$ cat src/rtl/module_bin_to_bcd_seq.sv
// rtl/module_bin_to_bcd_seq.sv - sequential shift-and-add-3 binary-to-BCD converter
//
// Converts an unsigned W_BIN-bit operand into N_DIG packed BCD digits. The
// conversion takes one input bit per clock, so wide operands do not need a
// deep combinational adder chain.
//
// Parameters:
//   W_BIN   input binary width in bits (>=1)
//   N_DIG   number of BCD digits produced (>=1); o_bcd is 4*N_DIG bits wide
//
// Ports:
//   i_clk    system clock, rising edge
//   i_rst    asynchronous active-high reset; discards any in-flight conversion
//   i_start  conversion request, only looked at while idle
//   i_bin    operand, captured on the edge that accepts i_start
//   o_busy   high while the shift steps run
//   o_done   one-cycle pulse marking the cycle o_bcd/o_ovf were updated
//   o_bcd    packed BCD result, digit 0 in [3:0]; held until the next o_done
//   o_ovf    result did not fit in N_DIG digits; held alongside o_bcd

module module_bin_to_bcd_seq #(
    parameter int W_BIN = 12,
    parameter int N_DIG = 4
) (
    input  logic                 i_clk,
    input  logic                 i_rst,
    input  logic                 i_start,
    input  logic [W_BIN-1:0]     i_bin,
    output logic                 o_busy,
    output logic                 o_done,
    output logic [4*N_DIG-1:0]   o_bcd,
    output logic                 o_ovf
);

    localparam int BCD_W = 4 * N_DIG;
    localparam int CNT_W = $clog2(W_BIN + 1);

    localparam logic [CNT_W-1:0] CNT_LOAD = CNT_W'(W_BIN);
    localparam logic [CNT_W-1:0] CNT_ONE  = CNT_W'(1);

    typedef enum logic [1:0] {
        ST_IDLE  = 2'd0,
        ST_SHIFT = 2'd1,
        ST_DONE  = 2'd2
    } state_t;

    state_t             state;
    logic [W_BIN-1:0]   shift_reg;   // remaining operand bits, MSB consumed first
    logic [BCD_W-1:0]   bcd_work;    // working BCD accumulator
    logic [CNT_W-1:0]   cnt;         // shift steps still to run
    logic               ovf_sticky;  // any bit ever pushed out of the top digit

    logic [BCD_W-1:0]   bcd_adj;     // accumulator after the add-3 correction
    logic [BCD_W-1:0]   bcd_next;    // accumulator after correction and shift
    logic [W_BIN-1:0]   shift_next;
    logic [3:0]         digit;

    // Per-digit add-3 correction on the pre-shift values. A digit of 5..9
    // becomes 8..12 so that doubling it carries correctly into the next
    // digit. All digits are corrected in parallel.
    always_comb begin
        bcd_adj = '0;
        digit   = '0;
        for (int d = 0; d < N_DIG; d++) begin
            digit = bcd_work[4*d +: 4];
            bcd_adj[4*d +: 4] = (digit >= 4'd5) ? (digit + 4'd3) : digit;
        end
    end

    // The operand MSB enters the bottom of the accumulator. The top bit of the
    // corrected accumulator is the carry out of the highest digit; it is
    // dropped from the result and folded into the sticky overflow instead.
    // Lower digits never depend on higher ones, so the kept digits are the
    // result modulo 10^N_DIG.
    always_comb begin
        bcd_next   = {bcd_adj[BCD_W-2:0], shift_reg[W_BIN-1]};
        shift_next = shift_reg << 1;
    end

    always_ff @(posedge i_clk or posedge i_rst) begin
        if (i_rst) begin
            state      <= ST_IDLE;
            shift_reg  <= '0;
            bcd_work   <= '0;
            cnt        <= '0;
            ovf_sticky <= 1'b0;
            o_busy     <= 1'b0;
            o_done     <= 1'b0;
            o_bcd      <= '0;
            o_ovf      <= 1'b0;
        end else begin
            // o_done is a pulse: only the DONE edge raises it.
            o_done <= 1'b0;

            case (state)
                ST_IDLE: begin
                    if (i_start) begin
                        shift_reg  <= i_bin;
                        bcd_work   <= '0;
                        ovf_sticky <= 1'b0;
                        cnt        <= CNT_LOAD;
                        o_busy     <= 1'b1;
                        state      <= ST_SHIFT;
                    end
                end

                ST_SHIFT: begin
                    bcd_work   <= bcd_next;
                    shift_reg  <= shift_next;
                    ovf_sticky <= ovf_sticky | bcd_adj[BCD_W-1];
                    cnt        <= cnt - CNT_ONE;
                    // This step consumes the last operand bit.
                    if (cnt == CNT_ONE) begin
                        o_busy <= 1'b0;
                        state  <= ST_DONE;
                    end
                end

                ST_DONE: begin
                    o_bcd  <= bcd_work;
                    o_ovf  <= ovf_sticky;
                    o_done <= 1'b1;
                    state  <= ST_IDLE;
                end

                default: begin
                    o_busy <= 1'b0;
                    state  <= ST_IDLE;
                end
            endcase
        end
    end

endmodule

$ cat config.mk
export PLATFORM = sky130hd
export DESIGN_NAME = module_bin_to_bcd_seq
export DESIGN_NICKNAME = d
export VERILOG_FILES = /design/src/rtl/module_bin_to_bcd_seq.sv
export SDC_FILE = /design/constraint.sdc
export NUM_CORES = 1
export LEC_CHECK = 0
export CORE_UTILIZATION = 30
export CTS_BUF_LIST = sky130_fd_sc_hd__clkbuf_8 sky130_fd_sc_hd__clkbuf_16
export DETAILED_ROUTE_END_ITERATION = 10
export SYNTH_ARGS = -nofsm -noshare
export SYNTH_HDL_FRONTEND = slang
export SYNTH_SLANG_ARGS = --single-unit
$ cat constraint.sdc
create_clock -name i_clk -period 3.3 [get_ports i_clk]
set_input_delay 0.495 -clock i_clk [delete_from_list [all_inputs] [get_ports i_clk]]
set_output_delay 0.495 -clock i_clk [all_outputs]
set_load 0.02 [all_outputs]
==> key figures, run 1 <==
Outcome
  – Status: complete, no violations

Place
  – Placed Cells: 364
  – Buffers on Ports: 33
  – GP Congestion: 0.7391
  – HPWL after DPL: 3142 um

Layout
  – Final #Nets: 294
  – Finished Layout Cells: 372
  – Diode count: 0
  – Synthesis-to-finish area growth: 20.77%
  – Footprint of the multi-input gates: 1005 um2
  – Register area: 1351 um2
  – Share of post-route cells with drive strength above 1: 9.630%
  – Fillcell total: 798

Global route
  – Overall Global Routing Usage: 11.92%
  – Vias in the first global route: 1830
  – Largest net degree at the start of global routing: 55
  – GRT overflow: 0
  – First-pass GRT wire length: 8224 um
  – Initial antenna violation count: 0

Logic synthesis
  – Synth Instances: 236
  – Xor and xnor area share after synthesis: 2.470%
  – Synth Area in Compound Gates: 13.36%
  – Post-synthesis sequential area ratio: 54.44%
  – Post-synthesis mux area share: 5.696%
  – Main combinational cell family by area after synthesis: simple AND/OR/NAND/NOR gates
  – Net Count, Synth: 261
  – Average size of a mapped cell: 10.52 um2
  – Synth cell types: 29
  – Area share of and/or/nand/nor cells after synthesis: 13.81%
  – Yosys reg bits: 54
  – Mapped Area: 2482 um2
  – Ys Warns: 0
  – Adder-Cell Fraction of Synth Area: 5.040%

Routing
  – Vias per Instance: 4.624
  – DRT Wirelength: 4532 um
  – Wire per inst: 12.18 um
  – DRC violations left: 0
  – Post-DRT Antenna Nets: 0
  – 1st-pass router iterations: 4
  – Initial DRC count: 73
  – DR vias: 1720

Floorplan
  – Cell Rows: 32
  – Total I/O pin count: 34
  – Die Y: 92.97 um
  – Chip Width: 92.97 um
  – Initial Utilization: 31.63%
  – CORE AREA: 7848 um2
  – Die area: 8642 um2

Clock tree
  – Reg clk slew, reported paths: 0.09 ns
  – CTS Sinks: 54
  – CTS tree: done
  – Hold_buf cts: 0
  – Post-CTS setup buffers: 0
  – Clock Path Buffers: 2
  – Clock tree root buffer cell: clkbuf_8
  – Cts bufs inserted: 5
  – Gates resized, CTS repair: 0
  – Clk_lat worst skew: 0.30 ns
  – Htree depth: 2

Timing
  – Final TNS setup: 0 ns
  – Hold Fails Final Rpt: 0
  – Min Tclk post-route: 1.808 ns
  – Relative slew slack: 55.36%
  – Fmax: 553.0 MHz
  – Max-slew violation count: 0
  – Part of the cycle the worst path needs: 54.80%
  – Worst-Margin Slew: 0.6696 ns
  – RSZ-0062 raised after global routing: false
  – Final Setup Violations: 0
  – Final Skew: 0.009454 ns

Critical path
  – Reg2Reg Depth: 5
  – Slowest-stage cell, CP: nor2_4
  – Worst R2R Start: state[0]$_DFFE_PP0P_
  – Worst EP required: 3.54 ns
  – Critical path fanouts, max: 27
  – WS Path Type: input port to register
  – Critical path launch point type: input port
  – CP cell instances: clkdlybuf4s50_1 > nor3b_4 > buf_4 > nor2_4 > o21ai_0 > nand2_1
  – Critical path capture point type: register
  – Worst endpoint data arrival time: 2.05 ns
  – Max incr delay on CP: 0.49 ns
  – R2R setup slack: 1.54 ns
  – Reg2reg end: bcd_work[3]$_DFFE_PP0P_

Run
  – Maxcap violations: 0

Hold path
  – Endpoint, Worst Hold: shift_reg[11]$_DFFE_PP0P_
  – Worst hold path class: register to register
  – WHS Path Cells: 2
  – Min-delay src: shift_reg[11]$_DFFE_PP0P_

Power
  – Maximum VDD drop: 0.4254 mV
  – Tot Pwr: 0.002714 W
  – Pleak: 1.392 nW
  – Cell Pwr Density: 905.3 nW/um2
## cell usage after synthesis, drive strengths merged
cell    number  area (um2)
a211oi       1       7.510
a21oi        7       35.03
a22o         4       35.03
a22oi       11       82.58
a31oi        1       6.260
and2b        1       7.510
and3         1       6.260
buf         11       80.07
dfrtp       54        1351
ha          10       125.1
inv         13       48.80
mux2         9       101.4
mux2i        4       40.04
nand2       49       183.9
nand2b       7       43.79
nand3        5       25.02
nor2         3       18.77
nor2b        1       6.260
nor3         5       25.02
nor3b        2       26.28
o21ai       25       128.9
o22ai        1       6.260
o31ai        4       30.03
xnor2        4       35.03
xor2         3       26.28
## layout by cell type, fill, tap and decap left out, types with 5 or more instances in the layout
cell	Yosys	layout
dfrtp_1	54	54
nand2_1	49	49
clkdlybuf4s50_1	0	33
o21ai_0	24	24
inv_1	13	12
a22oi_1	11	11
ha_1	10	10
mux2_2	9	9
nand2b_1	7	7
a21oi_1	7	7
clkbuf_8	0	7
nor3_1	5	5
nand3_1	5	5
## per-layer routing
| metal | vias up | GRT usage, % | wire (um) |
|---|---|---|---|
| met4 | 0 | 3.077 | 36 |
| met3 | 5 | 2.791 | 172 |
| li1 | 863 | - | - |
| met5 | - | 0 | 0 |
| met1 | 821 | 15.36 | 2232 |
| met2 | 31 | 20.04 | 2090 |
## per-stage QoR
step	setup WS (ns)	cell area, um2	hold WS (ns)	util (%)
2_1_floorplan	1.490	2482	0.4446	-
5_1_grt	1.296	2998	0.5175	38.20
4_1_cts	1.489	2998	0.4916	38.20
3_5_place_dp	1.164	2893	0.4677	36.86
3_3_place_gp	1.196	2893	0.4612	36.86
6_report	1.492	2998	0.4878	38.20
## power breakdown
| part | switching [W] | total (W) | internal, W | leakage, nW |
|---|---|---|---|---|
| registers | 0.000200 | 0.00113 | 0.000929 | 0.690 |
| clock network | 0.000212 | 0.000405 | 0.000193 | 0.0544 |
| logic | 0.000645 | 0.00118 | 0.000535 | 0.648 |
## critical path: cells and delay by family
family | cells | cell delay (ns)
simple gates | 3 | 0.74
compound gates | 1 | 0.20
buf+inv | 2 | 0.61
## cells by family (layout without fill, tap and decap cells)
family	Yosys count	after routing
and+or+nand+nor	74	74
muxes	13	13
xor gates and xnor gates	7	7
AOI/OAI and AO/OA	54	54
buffers and inverters	24	58
adders and majority gates	10	10
DFF	54	54
## final cells by class
class / instances / area share [%]
tap: 102 / 4.257
timing repair buffer: 37 / 12.02
clock inverter: 1 / 0.2922
multi-input combinational: 158 / 33.51
inverter: 13 / 1.628
clock buffer: 7 / 3.214
sequential: 54 / 45.08
## worst max path at each step
stage | cells past startpoint | endpoint | from
4_1_cts | 6 | bcd_work[7]$_DFFE_PP0P_ | i_start
3_3_place_gp | 6 | bcd_work[3]$_DFFE_PP0P_ | i_start
5_1_grt | 6 | bcd_work[3]$_DFFE_PP0P_ | i_start
2_1_floorplan | 1 | bcd_work[0]$_DFFE_PP0P_ | i_rst
6_report | 6 | bcd_work[3]$_DFFE_PP0P_ | i_start
3_5_place_dp | 6 | bcd_work[11]$_DFFE_PP0P_ | i_start
No activity file was read; power rests on OpenSTA's default activity.
==> inputs of run 2 (changes only) <==
Clock period 3.3 ns to 1.5 ns, I/O delays scaled along.
==> run 2 against run 1 <==
Register-to-register slack got worse by 1.5 ns. Largest power group unchanged. Global-route usage increased by 0.94 points. Critical path depth fell by 5. Highest routed layer unchanged. Sequential share of layout area fell by 3.0 points. Flip-flop and latch count stayed put.
==> key figures, run 2 (synthesis gave the netlist of run 1 again) <==
Clock tree
  – CTS Sinks: 54
  – Clk_lat worst skew: 0.30 ns
  – Clock Path Buffers: 2
  – CTS tree: done
  – Clock tree root buffer cell: clkbuf_8
  – Htree depth: 2
  – Cts bufs inserted: 5
  – Reg clk slew, reported paths: 0.09 ns

Critical path
  – Critical path fanouts, max: 1
  – Slowest-stage cell, CP: clkdlybuf4s50_1
  – Max incr delay on CP: 0.59 ns
  – WS Path Type: register to primary output
  – Worst endpoint data arrival time: 1.22 ns
  – Cell family with most CP delay: buffers and inverters
  – Critical path capture point type: primary output
  – Worst EP required: 1.27 ns
  – CP cell instances: clkdlybuf4s50_1
  – Critical path launch point type: register
  – Worst path buffer plus inverter count: 1

Timing
  – Part of the cycle the worst path needs: 96.31%
  – Min Tclk post-route: 1.445 ns
  – Worst Setup Slack, final: 0.05530 ns
  – Fmax: 692.2 MHz
  – Worst-Margin Slew: 0.3766 ns
  – Hold Fails Final Rpt: 0
  – Max-slew violation count: 0
  – RSZ-0062 raised after global routing: true
  – Final Skew: 0.004450 ns
  – Final Setup Violations: 0
  – Relative slew slack: 74.83%

Global route
  – GRT overflow: 0
  – Largest net degree at the start of global routing: 55
  – First-pass GRT wire length: 8852 um
  – Overall Global Routing Usage: 12.86%
  – Vias in the first global route: 1883
  – Initial antenna violation count: 0

Place
  – Buffers on Ports: 33
  – GP Congestion: 0.7083
  – Post-DP Area: 3027 um2
  – HPWL after DPL: 3224 um
  – Pre-CTS setup slack: -0.2215 ns

Run
  – Maxcap violations: 0

Layout
  – Final #Nets: 313
  – Diode count: 0
  – Share of post-route cells with drive strength above 1: 20.83%
  – Fillcell total: 807
  – Commonest cells after routing, fill and taps aside: dfrtp_1 (54), nand2_1 (49), o21ai_0 (24)
  – Synthesis-to-finish area growth: 29.28%
  – Final Instance Area: 3209 um2
  – Most common cell after layout, fill and taps aside: dfrtp_1

Floorplan
  – Initial Utilization: 31.63%
  – CORE AREA: 7848 um2
  – Cell Rows: 32
  – Total I/O pin count: 34
  – Die Y: 92.97 um
  – Chip Width: 92.97 um
  – Die area: 8642 um2

Routing
  – DRT Wirelength: 4932 um
  – Vias per Instance: 4.669
  – Post-DRT Antenna Nets: 0
  – DR vias: 1821
  – Initial DRC count: 87
  – DRC violations left: 0
  – Wire per inst: 12.65 um
  – 1st-pass router iterations: 4

Power
  – Pleak: 1.697 nW
  – Maximum VDD drop: 0.8411 mV
  – Cell Pwr Density: 1977 nW/um2

Hold path
  – Worst hold path class: input port to asynchronous set/reset pin

Outcome
  – Status: complete, no violations
run 2: changes by cell type in the layout (fill, tap and decap cells not counted), moves of 4 or more:
cell             delta
inv_1               -7
buf_4              +15
clkdlybuf4s50_1    -18
a21oi_2             +4
a21oi_1             -4
dlymetal6s2s_1     +11
dlygate4sd2_1       +7
inv_2               +6
run 2: layout make-up:
cell class | count | area, um2 | share of cell area (%)
clock buffers | 5 | 68.82 | 2.144
repair buffers | 55 | 543.0 | 16.92
inverters | 13 | 52.55 | 1.637
clock inverters | 2 | 10.01 | 0.3119
multi-input cells | 159 | 1056 | 32.90
flip-flops and latches | 54 | 1351 | 42.11
well taps | 102 | 127.6 | 3.977
run 2: path summary, 6_finish.rpt:
kind	startpoint	cells after the start	endpoint	slack, ns
max	o_done$_DFF_PP0_	1	o_done	0.06
min	i_rst	3	bcd_work[15]$_DFFE_PP0P_	0.33
max reg2reg	bcd_work[4]$_DFFE_PP0P_	6	bcd_work[6]$_DFFE_PP0P_	0.06
min reg2reg	o_bcd[8]$_DFFE_PP0N_	2	o_bcd[8]$_DFFE_PP0N_	0.48
max in group asynchronous	i_rst	3	o_bcd[3]$_DFFE_PP0N_	0.91
min in group i_clk	o_bcd[8]$_DFFE_PP0N_	2	o_bcd[8]$_DFFE_PP0N_	0.48
run 2: tightest hold or removal path, delay by kind of cell:
kind,cells,cell delay [ns]
buf+inv,3,0.79
run 2: what timing repair did:
item / in CTS / in global routing
pin swaps: 1 / 5
setup buffers: 0 / 4
hold buffers: 0 / 0
endpoints found under the setup margin: 13 / 31
gates resized for setup: 10 / 27
cloned: 1 / 0
run 2: layer usage:
layer	vias to the layer above	GRT usage, %	routed length, um
met5	-	0	0
met4	0	3.590	45
met3	6	2.709	154
met2	30	20.59	2334
met1	877	17.53	2398
li1	908	-	-
run 2: power breakdown:
| group | total (W) | internal (W) | switching (W) | leakage [nW] |
|---|---|---|---|---|
| Combinational | 0.00307 | 0.00148 | 0.00159 | 0.963 |
| Clock | 0.000769 | 0.000315 | 0.000454 | 0.0438 |
| Sequential | 0.00251 | 0.00204 | 0.000465 | 0.690 |
run 2: through the flow:
| step | util (%) | TNS (ns) | power (W) | instances | hold WS, ns |
|---|---|---|---|---|---|
| detailed placement | 38.57 | -3.245 | 0.005445 | 378 | 0.4657 |
| global placement | 38.57 | -2.756 | 0.005349 | 378 | 0.4600 |
| finish | 40.90 | 0 | 0.006346 | 390 | 0.3273 |
| global route | 40.90 | -0.02695 | 0.006935 | 390 | 0.3611 |
| CTS | 39.68 | 0 | 0.006248 | 386 | 0.3512 |
| floorplan | - | 0 | 0.004395 | 236 | 0.2928 |
==> inputs of run 3 (changes only) <==
Settings changed: CELL_PAD_IN_SITES_DETAIL_PLACEMENT from default to 2, CELL_PAD_IN_SITES_GLOBAL_PLACEMENT from default to 2, PLACE_DENSITY_LB_ADDON from default to 0.1.
==> run 3 against run 2 <==
Maximum frequency is 0.49% lower. Utilization is 1.0 points higher. Largest cell class unchanged. Non-clock buffer count is 7 higher. Hold slack worse by 0.067 ns.
==> key figures, run 3 (synthesis gave the netlist of run 1 again) <==
Routing
  – Vias per Instance: 4.834
  – Wire per inst: 14.68 um
  – DR vias: 1924
  – DRT Wirelength: 5843 um
  – DRC violations left: 0
  – Post-DRT Antenna Nets: 0
  – Initial DRC count: 55
  – 1st-pass router iterations: 4

Layout
  – Diode count: 0
  – Synthesis-to-finish area growth: 32.56%
  – Finished Layout Cells: 398
  – Footprint of the multi-input gates: 1050 um2
  – Final #Nets: 320
  – Most common cell after layout, fill and taps aside: dfrtp_1
  – Fillcell total: 872
  – Share of post-route cells with drive strength above 1: 21.62%
  – Register area: 1353 um2
  – Commonest cells after routing, fill and taps aside: dfrtp_1 (53), nand2_1 (49), buf_4 (23)

Timing
  – Final Setup Violations: 0
  – Fmax: 688.8 MHz
  – Hold WS: 0.2606 ns
  – RSZ-0062 raised after global routing: true
  – Min Tclk post-route: 1.452 ns
  – Worst Setup Slack, final: 0.04814 ns
  – Part of the cycle the worst path needs: 96.79%
  – Hold Fails Final Rpt: 0
  – Max-slew violation count: 0
  – Final Skew: 0.009451 ns
  – Worst-Margin Slew: 0.5988 ns
  – Relative slew slack: 60.04%

Critical path
  – Critical path fanouts, max: 1
  – Worst path buffer plus inverter count: 1
  – WS Path Type: register to primary output
  – CP cell instances: clkdlybuf4s50_1
  – Worst endpoint data arrival time: 1.23 ns
  – Max incr delay on CP: 0.59 ns
  – Critical path launch point type: register
  – Cell family with most CP delay: buffers and inverters
  – Worst R2R Start: bcd_work[12]$_DFFE_PP0P_
  – Critical path capture point type: primary output
  – Slowest-stage cell, CP: clkdlybuf4s50_1
  – CP Launch Point: o_done$_DFF_PP0_
  – Worst EP required: 1.27 ns

Floorplan
  – Cell Rows: 32
  – Total I/O pin count: 34
  – Die Y: 92.97 um
  – Initial Utilization: 31.63%
  – CORE AREA: 7848 um2
  – Die area: 8642 um2
  – Chip Width: 92.97 um

Clock tree
  – Clock tree root buffer cell: clkbuf_8
  – Cts bufs inserted: 5
  – Clock Path Buffers: 2
  – CTS Sinks: 54
  – Reg clk slew, reported paths: 0.10 ns
  – CTS tree: done
  – Clk_lat worst skew: 0.30 ns
  – Htree depth: 2

Hold path
  – Worst hold path class: input port to asynchronous set/reset pin

Global route
  – Largest net degree at the start of global routing: 27
  – GRT overflow: 0
  – GR peak layer: met2
  – GR Layer Usage met1: 18.68%
  – Initial antenna violation count: 0
  – First-pass GRT wire length: 10130 um
  – Grt met2 use: 26.59%
  – GR Layer Usage met3: 2.217%
  – Vias in the first global route: 2061
  – Overall Global Routing Usage: 14.85%

Place
  – Pre-CTS setup slack: -0.2544 ns
  – Buffers on Ports: 33
  – GP Congestion: 0.7444
  – Placed Cells: 384
  – HPWL after DPL: 4058 um

Power
  – Maximum VDD drop: 0.6447 mV
  – Tot Pwr: 0.006651 W
  – Pleak: 1.697 nW
  – Cell Pwr Density: 2021 nW/um2

Outcome
  – Status: complete, no violations

Run
  – Maxcap violations: 0
## run 3: cell count changes in the layout (fill, tap and decap cells not counted), sizes merged
cell          previous run  this run
dlymetal6s2s            11         8
dlygate4sd2              7        10
clkbuf                   5         6
clkinvlp                 1         2
buf                     22        29
clkinv                   2         1
## run 3: through the flow
stage / area (um2) / utilization (%) / setup TNS [ns]
floorplan: 2486 / - / 0
global placement: 3097 / 39.46 / -3.704
detailed placement: 3097 / 39.46 / -4.676
CTS: 3207 / 40.86 / 0
global route: 3291 / 41.93 / -0.3302
finish: 3291 / 41.93 / 0
## run 3: metal layers
layer  routed length [um]  part of all wire [%]
met5                    0                     0
met4                   49                  0.84
met2                 2983                    51
met1                 2691                    46
met3                  118                   2.0
## run 3: path summary, 6_finish.rpt
| path | endpoint | slack (ns) | cells after the start |
|---|---|---|---|
| worst max register to register | bcd_work[14]$_DFFE_PP0P_ | 0.05 | 6 |
| worst min-delay path | state[0]$_DFFE_PP0P_ | 0.26 | 2 |
| worst min register to register | o_bcd[0]$_DFFE_PP0N_ | 0.48 | 2 |
| worst max-delay path | o_done | 0.05 | 1 |
| max in group asynchronous | bcd_work[1]$_DFFE_PP0P_ | 0.82 | 3 |
| min in group i_clk | o_bcd[0]$_DFFE_PP0N_ | 0.48 | 2 |
## run 3: repair_timing
| item | 4_1_cts | 5_1_grt |
|---|---|---|
| setup buffers | 1 | 4 |
| gates resized for setup | 16 | 19 |
| pin swaps | 2 | 6 |
| hold buffers | 0 | 0 |
| setup endpoints to repair | 18 | 26 |
| cloned | 1 | 0 |
## run 3: power breakdown
part / internal, W / switching (W)
clock network: 0.000372 / 0.000477
logic: 0.00161 / 0.00169
registers: 0.00204 / 0.000452
## run 3: layout make-up
type                    instances  area share [%]
repair buffers                 62           18.63
well taps                     102           3.878
clock buffers                   6           2.510
clock inverters                 2          0.3802
inverters                      13           1.597
multi-input cells             159           31.90
flip-flops and latches         54           41.10
